<file path="src/rtl/gl_cmd_sequencer_pkg.sv">
// ---------------------------------------------------------------------------
// gl_cmd_sequencer_pkg
//   Shared definitions for the GL command sequencer: opcode encodings,
//   sequencer state encoding and a helper that identifies the states that
//   wait on a downstream *_done handshake.
// ---------------------------------------------------------------------------
package gl_cmd_sequencer_pkg;

    // GL opcodes as delivered by the command front end
    localparam logic [7:0] OP_BEGIN      = 8'h00;
    localparam logic [7:0] OP_END        = 8'h01;
    localparam logic [7:0] OP_VERTEX     = 8'h02;
    localparam logic [7:0] OP_COLOR      = 8'h03;
    localparam logic [7:0] OP_MATRIXMODE = 8'h04;
    localparam logic [7:0] OP_LOADID     = 8'h05;
    localparam logic [7:0] OP_PUSH       = 8'h06;
    localparam logic [7:0] OP_POP        = 8'h07;
    localparam logic [7:0] OP_MULTMATRIX = 8'h08;
    localparam logic [7:0] OP_LOADMATRIX = 8'h09;
    localparam logic [7:0] OP_VIEWPORT   = 8'h0A;

    typedef enum logic [2:0] {
        ST_IDLE      = 3'd0,
        ST_FETCH     = 3'd1,
        ST_MV_MUL    = 3'd2,
        ST_PJ_MUL    = 3'd3,
        ST_PDIV      = 3'd4,
        ST_FIFO_WR   = 3'd5,
        ST_LOAD_ROWS = 3'd6,
        ST_MM_WAIT   = 3'd7
    } seq_state_t;

    // States in which the done timer runs and a timeout can abort the command
    function automatic logic is_wait_state(input seq_state_t s);
        return (s == ST_MV_MUL) || (s == ST_PJ_MUL) ||
               (s == ST_PDIV)   || (s == ST_MM_WAIT);
    endfunction

endpackage

</file>
<file path="src/rtl/gl_cmd_sequencer_done_timer.sv">
// ---------------------------------------------------------------------------
// gl_cmd_sequencer_done_timer
//   Counts cycles spent waiting for a done handshake.
//   Ports:
//     clk, rst  clock / asynchronous active-high reset
//     clear     force count to zero (start of a new wait)
//     enable    count this cycle (saturates at DONE_TO+1)
//     first     count is zero: this is the cycle of the start pulse
//     timeout   count has exceeded DONE_TO
// ---------------------------------------------------------------------------
module gl_cmd_sequencer_done_timer #(
    parameter int DONE_TO = 31
) (
    input  logic clk,
    input  logic rst,
    input  logic clear,
    input  logic enable,
    output logic first,
    output logic timeout
);

    localparam int                CNT_W   = $clog2(DONE_TO + 2);
    localparam logic [CNT_W-1:0] CNT_MAX = CNT_W'(DONE_TO + 1);

    logic [CNT_W-1:0] count;

    // Saturating so a stalled state can never wrap back below the limit
    always_ff @(posedge clk or posedge rst) begin
        if (rst) begin
            count <= '0;
        end else if (clear) begin
            count <= '0;
        end else if (enable && (count != CNT_MAX)) begin
            count <= count + CNT_W'(1);
        end
    end

    assign first   = (count == '0);
    assign timeout = (count > CNT_W'(DONE_TO));

endmodule

</file>
<file path="src/rtl/gl_cmd_sequencer.sv">
// ---------------------------------------------------------------------------
// gl_cmd_sequencer
//   Accepts one GL command per valid/ready handshake and sequences the
//   matrix-multiply, perspective-divide, matrix-stack and FIFO units by
//   waiting on their done handshakes. Holds viewport, current colour and
//   matrix-mode state.
//   Ports:
//     clk, rst                       clock / asynchronous active-high reset
//     cmd_valid/cmd_ready            command handshake (ready only in IDLE)
//     cmd_opcode, cmd_imm            GL opcode and immediate (imm[0] = mode)
//     bram_addr_in                   operand base address of the command
//     bram_addr_out, bram_mux_sel    BRAM address and ownership (1 = matrix)
//     bram_rdata                     four words, 1-cycle read latency
//     viewport_x/y/width/height      viewport registers
//     color_out                      current colour, NUM_CH words
//     matrix_mode_out                0 modelview, 1 projection
//     matrix_mul_en/type, mul_done   multiply start pulse / type / done
//     matrix_load_en, matrix_load_id_en, push_en, pop_en   stack pulses
//     pdiv_en, pdiv_done             perspective divide start / done
//     fifo_write_en, fifo_full       vertex FIFO write pulse / back-pressure
//     err_illegal, err_timeout       sticky error flags
// ---------------------------------------------------------------------------
module gl_cmd_sequencer
    import gl_cmd_sequencer_pkg::*;
#(
    parameter int                DATA_W      = 32,
    parameter int                ADDR_W      = 32,
    parameter int                NUM_CH      = 4,
    parameter int                MAT_ROWS    = 4,
    parameter int                ADDR_STRIDE = 4,
    parameter int                DONE_TO     = 31,
    parameter logic [DATA_W-1:0] VP_W_RST    = 32'h43A00000,
    parameter logic [DATA_W-1:0] VP_H_RST    = 32'h43700000
) (
    input  logic                     clk,
    input  logic                     rst,
    input  logic                     cmd_valid,
    output logic                     cmd_ready,
    input  logic [7:0]               cmd_opcode,
    input  logic [22:0]              cmd_imm,
    input  logic [ADDR_W-1:0]        bram_addr_in,
    output logic [ADDR_W-1:0]        bram_addr_out,
    output logic                     bram_mux_sel,
    input  logic [4*DATA_W-1:0]      bram_rdata,
    output logic [DATA_W-1:0]        viewport_x,
    output logic [DATA_W-1:0]        viewport_y,
    output logic [DATA_W-1:0]        viewport_width,
    output logic [DATA_W-1:0]        viewport_height,
    output logic [NUM_CH*DATA_W-1:0] color_out,
    output logic                     matrix_mode_out,
    output logic                     matrix_mul_en,
    output logic                     matrix_mul_type,
    input  logic                     mul_done,
    output logic                     matrix_load_en,
    output logic                     matrix_load_id_en,
    output logic                     push_en,
    output logic                     pop_en,
    output logic                     pdiv_en,
    input  logic                     pdiv_done,
    output logic                     fifo_write_en,
    input  logic                     fifo_full,
    output logic                     err_illegal,
    output logic                     err_timeout
);

    localparam int ROW_W = $clog2(MAT_ROWS + 1) + 1;

    seq_state_t       state;
    logic             curr_mode;
    logic             fetch_color;
    logic             fetch_wait;
    logic [ROW_W-1:0] row_cnt;

    logic in_wait;
    logic done_sel;
    logic wait_done;
    logic timer_first;
    logic timer_timeout;
    logic timer_clear;

    // Only imm[0] carries meaning; the rest is reduced so it is visibly consumed
    logic unused_imm;
    assign unused_imm = ^cmd_imm[22:1];

    assign cmd_ready = (state == ST_IDLE);

    // A done seen during the start-pulse cycle belongs to nothing we issued,
    // so the timer's first cycle masks it. Leaving a wait state or honouring
    // a done restarts the count for the next stage.
    always_comb begin
        done_sel = 1'b0;
        case (state)
            ST_MV_MUL, ST_PJ_MUL, ST_MM_WAIT: done_sel = mul_done;
            ST_PDIV:                          done_sel = pdiv_done;
            default:                          done_sel = 1'b0;
        endcase
    end

    assign in_wait     = is_wait_state(state);
    assign wait_done   = in_wait && !timer_first && done_sel;
    assign timer_clear = !in_wait || wait_done;

    gl_cmd_sequencer_done_timer #(
        .DONE_TO (DONE_TO)
    ) u_done_timer (
        .clk     (clk),
        .rst     (rst),
        .clear   (timer_clear),
        .enable  (in_wait),
        .first   (timer_first),
        .timeout (timer_timeout)
    );

    always_ff @(posedge clk or posedge rst) begin
        if (rst) begin
            state             <= ST_IDLE;
            curr_mode         <= 1'b0;
            fetch_color       <= 1'b0;
            fetch_wait        <= 1'b0;
            row_cnt           <= '0;
            bram_addr_out     <= '0;
            bram_mux_sel      <= 1'b0;
            viewport_x        <= '0;
            viewport_y        <= '0;
            viewport_width    <= VP_W_RST;
            viewport_height   <= VP_H_RST;
            color_out         <= '0;
            matrix_mode_out   <= 1'b0;
            matrix_mul_en     <= 1'b0;
            matrix_mul_type   <= 1'b0;
            matrix_load_en    <= 1'b0;
            matrix_load_id_en <= 1'b0;
            push_en           <= 1'b0;
            pop_en            <= 1'b0;
            pdiv_en           <= 1'b0;
            fifo_write_en     <= 1'b0;
            err_illegal       <= 1'b0;
            err_timeout       <= 1'b0;
        end else begin
            // Every enable is a single-cycle pulse unless re-asserted below
            matrix_mul_en     <= 1'b0;
            matrix_load_en    <= 1'b0;
            matrix_load_id_en <= 1'b0;
            push_en           <= 1'b0;
            pop_en            <= 1'b0;
            pdiv_en           <= 1'b0;
            fifo_write_en     <= 1'b0;

            case (state)
                ST_IDLE: begin
                    if (cmd_valid) begin
                        case (cmd_opcode)
                            OP_BEGIN, OP_END: ;
                            OP_MATRIXMODE: curr_mode <= cmd_imm[0];
                            OP_LOADID: begin
                                matrix_mode_out   <= curr_mode;
                                matrix_load_id_en <= 1'b1;
                            end
                            OP_PUSH: begin
                                matrix_mode_out <= curr_mode;
                                push_en         <= 1'b1;
                            end
                            OP_POP: begin
                                matrix_mode_out <= curr_mode;
                                pop_en          <= 1'b1;
                            end
                            OP_COLOR, OP_VIEWPORT: begin
                                bram_addr_out <= bram_addr_in;
                                fetch_color   <= (cmd_opcode == OP_COLOR);
                                fetch_wait    <= 1'b1;
                                state         <= ST_FETCH;
                            end
                            OP_VERTEX: begin
                                bram_mux_sel    <= 1'b0;
                                bram_addr_out   <= bram_addr_in;
                                matrix_mode_out <= 1'b0;
                                matrix_mul_type <= 1'b0;
                                matrix_mul_en   <= 1'b1;
                                state           <= ST_MV_MUL;
                            end
                            OP_MULTMATRIX: begin
                                bram_mux_sel    <= 1'b1;
                                matrix_mode_out <= curr_mode;
                                matrix_mul_type <= 1'b1;
                                matrix_mul_en   <= 1'b1;
                                state           <= ST_MM_WAIT;
                            end
                            OP_LOADMATRIX: begin
                                matrix_mode_out <= curr_mode;
                                bram_addr_out   <= bram_addr_in;
                                matrix_load_en  <= 1'b1;
                                row_cnt         <= '0;
                                state           <= (MAT_ROWS > 1) ? ST_LOAD_ROWS : ST_IDLE;
                            end
                            default: err_illegal <= 1'b1;
                        endcase
                    end
                end

                // One cycle for the BRAM to see the address, one to return data
                ST_FETCH: begin
                    if (fetch_wait) begin
                        fetch_wait <= 1'b0;
                    end else begin
                        if (fetch_color) begin
                            for (int k = 0; k < NUM_CH; k++) begin
                                color_out[k*DATA_W +: DATA_W] <= bram_rdata[k*DATA_W +: DATA_W];
                            end
                        end else begin
                            viewport_x      <= bram_rdata[0*DATA_W +: DATA_W];
                            viewport_y      <= bram_rdata[1*DATA_W +: DATA_W];
                            viewport_width  <= bram_rdata[2*DATA_W +: DATA_W];
                            viewport_height <= bram_rdata[3*DATA_W +: DATA_W];
                        end
                        state <= ST_IDLE;
                    end
                end

                ST_MV_MUL: begin
                    if (wait_done) begin
                        matrix_mode_out <= 1'b1;
                        matrix_mul_en   <= 1'b1;
                        state           <= ST_PJ_MUL;
                    end else if (timer_timeout) begin
                        err_timeout  <= 1'b1;
                        bram_mux_sel <= 1'b0;
                        state        <= ST_IDLE;
                    end
                end

                ST_PJ_MUL: begin
                    if (wait_done) begin
                        pdiv_en <= 1'b1;
                        state   <= ST_PDIV;
                    end else if (timer_timeout) begin
                        err_timeout  <= 1'b1;
                        bram_mux_sel <= 1'b0;
                        state        <= ST_IDLE;
                    end
                end

                ST_PDIV: begin
                    if (wait_done) begin
                        state <= ST_FIFO_WR;
                    end else if (timer_timeout) begin
                        err_timeout  <= 1'b1;
                        bram_mux_sel <= 1'b0;
                        state        <= ST_IDLE;
                    end
                end

                // Back-pressure is legitimate here, so no timeout applies
                ST_FIFO_WR: begin
                    if (!fifo_full) begin
                        fifo_write_en <= 1'b1;
                        state         <= ST_IDLE;
                    end
                end

                // Row 0 went out on accept; each cycle here issues one more row
                ST_LOAD_ROWS: begin
                    bram_addr_out <= bram_addr_out + ADDR_W'(ADDR_STRIDE);
                    if (row_cnt == ROW_W'(MAT_ROWS - 2)) begin
                        state <= ST_IDLE;
                    end else begin
                        row_cnt <= row_cnt + ROW_W'(1);
                    end
                end

                ST_MM_WAIT: begin
                    if (wait_done) begin
                        bram_mux_sel <= 1'b0;
                        state        <= ST_IDLE;
                    end else if (timer_timeout) begin
                        err_timeout  <= 1'b1;
                        bram_mux_sel <= 1'b0;
                        state        <= ST_IDLE;
                    end
                end

                default: state <= ST_IDLE;
            endcase
        end
    end

endmodule

</file>
<file path="config.mk">
export PLATFORM = sky130hd
export DESIGN_NAME = gl_cmd_sequencer
export DESIGN_NICKNAME = d
export VERILOG_FILES = /design/src/rtl/gl_cmd_sequencer_pkg.sv /design/src/rtl/gl_cmd_sequencer_done_timer.sv /design/src/rtl/gl_cmd_sequencer.sv
export SDC_FILE = /design/constraint.sdc
export NUM_CORES = 1
export LEC_CHECK = 0
export ABC_AREA = 1
export BUFFER_PORTS_ARGS = -buffer_cell sky130_fd_sc_hd__buf_2
export CAP_MARGIN = 5
export CORE_AREA = 2 2 193 195
export CTS_CLUSTER_DIAMETER = 120
export DETAILED_ROUTE_END_ITERATION = 7
export DIE_AREA = 0 0 195 197
export HOLD_SLACK_MARGIN = 0.08
export PLACE_DENSITY = 0.67
export SYNTH_ARGS = -nofsm -noshare
export SYNTH_HDL_FRONTEND = slang
export SYNTH_SLANG_ARGS = --single-unit
export TNS_END_PERCENT = 50
</file>
<file path="constraint.sdc">
create_clock -name clk -period 21.5 [get_ports clk]
set_input_delay 2.15 -clock clk [delete_from_list [all_inputs] [get_ports clk]]
set_output_delay 2.15 -clock clk [all_outputs]
set_load 0.1 [all_outputs]
</file>
==> impl_metrics.json <==
{
  "tns_ns": 0,
  "initial_utilization_pct": 37.4,
  "cap_viol_max_count": 0,
  "cp-start-kind": "register",
  "fillers": 3558,
  "cts.sinks": 316,
  "reg2reg_to": "viewport_width[18]$_DFFE_PP0P_",
  "die_h_um": 197,
  "worst_ep_required_time_ns": 19.35,
  "fmax_mhz": 239,
  "period_needed_ns": 4.19,
  "final_cell_mix": "nand2_1, buf_2, dfrtp_1, inv_1, o21ai_0",
  "synth_warnings": 0,
  "layout_commonest_cell": "nand2_1",
  "postSynth.asyncResetShare_pct": 100,
  "tightest_slew_ns": 1.06,
  "netlist_area_sq_um": 13500,
  "groute.usage.overall_pct": 21.0,
  "area_growth_pct": 29.1,
  "yosysSeqAreaShare_pct": 58.5,
  "place.gp.congestion": 0.894,
  "synth-simple-area-share_pct": 21.6,
  "arrival_ns": 2.04,
  "drv_slew": 0,
  "cts_hold_buffers": 0,
  "grt_max_degree": 119,
  "placed_cells": 2486,
  "stdcell_count": 2555,
  "synth_area_leaders": "dfrtp_1, nand2_1, o21ai_0",
  "synthDistinctLibCells": 35,
  "hold_viol_final": 0,
  "die_x_um": 195,
  "cts_setup_buffers": 0,
  "viasPerCell": 4.76,
  "synth_top_family_by_area": "simple AND/OR/NAND/NOR gates",
  "yosysTopAreaCellShare_pct": 56.3,
  "fin_hold_ws_ns": 0.459,
  "ff2ff_setup_slack_ns": 18.21,
  "setup_viol": 0,
  "synthMuxAreaShare_pct": 0,
  "io_pins": 498,
  "crit_path_end_kind": "output port",
  "root_buffer": "clkbuf_16",
  "clk_latency_ns": 0.53,
  "crit_end": "cmd_ready",
  "regToRegStartpoint": "state[2]$_DFFE_PP0P_",
  "synth-compound-area-share_pct": 11.3,
  "status": "finished clean",
  "multi_input_area_sq_um": 4610,
  "final_layout_size_suffix_gt1_share_pct": 28.2,
  "tritoncts": "yes",
  "yosys.area.top_type": "dfrtp_1",
  "slew_headroom_pct": 29.2,
  "dp_hpwl_um": 30100,
  "synth_edf_count": 0,
  "ant_nets": 0,
  "vias": 12167,
  "cts_buffer_depth": 3,
  "drtIter0Drc": 776,
  "htree_levels": 2,
  "rsz0062_at_grt": "no",
  "wl_per_cell_um": 16.1,
  "period_share_pct": 19.5,
  "final-seq-area_sq_um": 7920,
  "cts_made_buffers": 36,
  "clock_skew_ns": 0.0187,
  "synth.avg_cell_area_sq_um": 8.44,
  "grt_pass1_vias": 11715,
  "crit_path_max_fanout": 12,
  "cts_resized": 0,
  "core.rowCount": 70,
  "hold_path.class": "register to register",
  "grt_pass1_wl_um": 63800,
  "layout.nets": 2258,
  "ys.flop_type": "dfrtp_1",
  "worstSetupStartpoint": "state[2]$_DFFE_PP0P_",
  "grt_antenna_before_repair": 6,
  "grt_overflow": 0,
  "synth_seq_cells": 316,
  "clkTransAtPathRegs_ns": 0.05,
  "syn_nets": 1807,
  "core_sq_um": 36300,
  "design.die.area_sq_um": 38400,
  "critPathKind": "register to output port",
  "reg2reg_depth": 5,
  "drc": 0,
  "numPortBuffers": 475,
  "syn_inst": 1605,
  "routed_wl_um": 41000,
  "synth-adder-area-share_pct": 0.462,
  "first_pass_iters": 5,
  "synth_xor_area_share_pct": 0.517
}
-- kinds of logic after synthesis --
| logic type | Yosys count |
|---|---|
| simple gates | 717 |
| flops | 316 |
| compound gates | 301 |
| buf+inv | 258 |
| xor+xnor | 8 |
| fa+ha+maj | 5 |
-- flip-flops by register name (all words and copies together) (netlist names), 3 cells and up --
register and count:
viewport_height 32, u_done_timer.count 6, row_cnt 4, state 3, viewport_y 32, viewport_width 32
color_out 128, bram_addr_out 32, viewport_x 32
-- Yosys cell counts (4+ instances only) --
library cell,instances
a21oi_1,8
buf_1,7
buf_2,28
buf_6,4
clkbuf_1,31
dfrtp_1,305
dfstp_2,11
ha_1,5
inv_1,184
nand2_1,514
nand3_1,45
nand3b_1,15
nand4_1,10
nor2_1,98
nor3_1,5
o21ai_0,170
o21ai_1,115
or2_2,18
xor2_1,5
-- final cells by class --
| type | instances | area share, % |
|---|---|---|
| Timing Repair Buffer | 484 | 14.0 |
| Multi-Input combinational cell | 1031 | 26.3 |
| Sequential cell | 316 | 45.3 |
| Clock buffer | 53 | 6.20 |
| Inverter | 187 | 4.06 |
| Tap cell | 468 | 3.35 |
| Antenna cell | 5 | 0.0716 |
| Clock inverter | 11 | 0.687 |
-- metrics by stage --
| step | cell area (sq um) | util [%] | worst slack (ns) |
|---|---|---|---|
| 6_report | 17500 | 48.2 | 17.31 |
| 5_1_grt | 17500 | 48.2 | 16.93 |
| 4_1_cts | 17500 | 48.2 | 17.24 |
| 3_5_place_dp | 16300 | 44.9 | 16.66 |
| 3_3_place_gp | 16300 | 44.9 | 16.74 |
| 2_1_floorplan | 13500 | - | 10.63 |
-- how the worst min path moves through the flow --
stage | start | to | cells after the start
after floorplan | fetch_color$_DFFE_PP0P_ | fetch_color$_DFFE_PP0P_ | 2
after global routing | err_illegal$_DFFE_PP0P_ | err_illegal$_DFFE_PP0P_ | 2
after CTS | err_illegal$_DFFE_PP0P_ | err_illegal$_DFFE_PP0P_ | 2
final | err_illegal$_DFFE_PP0P_ | err_illegal$_DFFE_PP0P_ | 2
after global placement | err_illegal$_DFFE_PP0P_ | err_illegal$_DFFE_PP0P_ | 2
after detailed placement | err_illegal$_DFFE_PP0P_ | err_illegal$_DFFE_PP0P_ | 2
-- critical path, stage by stage (launching register included) --
cell	delay (ns)
dfrtp_1	0.52
nor2_1	0.24
nand2_1	0.16
inv_2	0.15
buf_2	0.45
-- routing by layer --
layer / part of all wire, % / up-vias / track usage [%]
li1: - / 5949 / -
met4: 3.2 / 6 / 7.72
met1: 40 / 5675 / 26.6
met3: 8.6 / 81 / 6.26
met2: 48 / 456 / 34.0
met5: 0.078 / - / 0
Power is left out: the tool's default activity adds up to more than one toggle a clock period on the data nets, which glitch-free logic cannot reach.
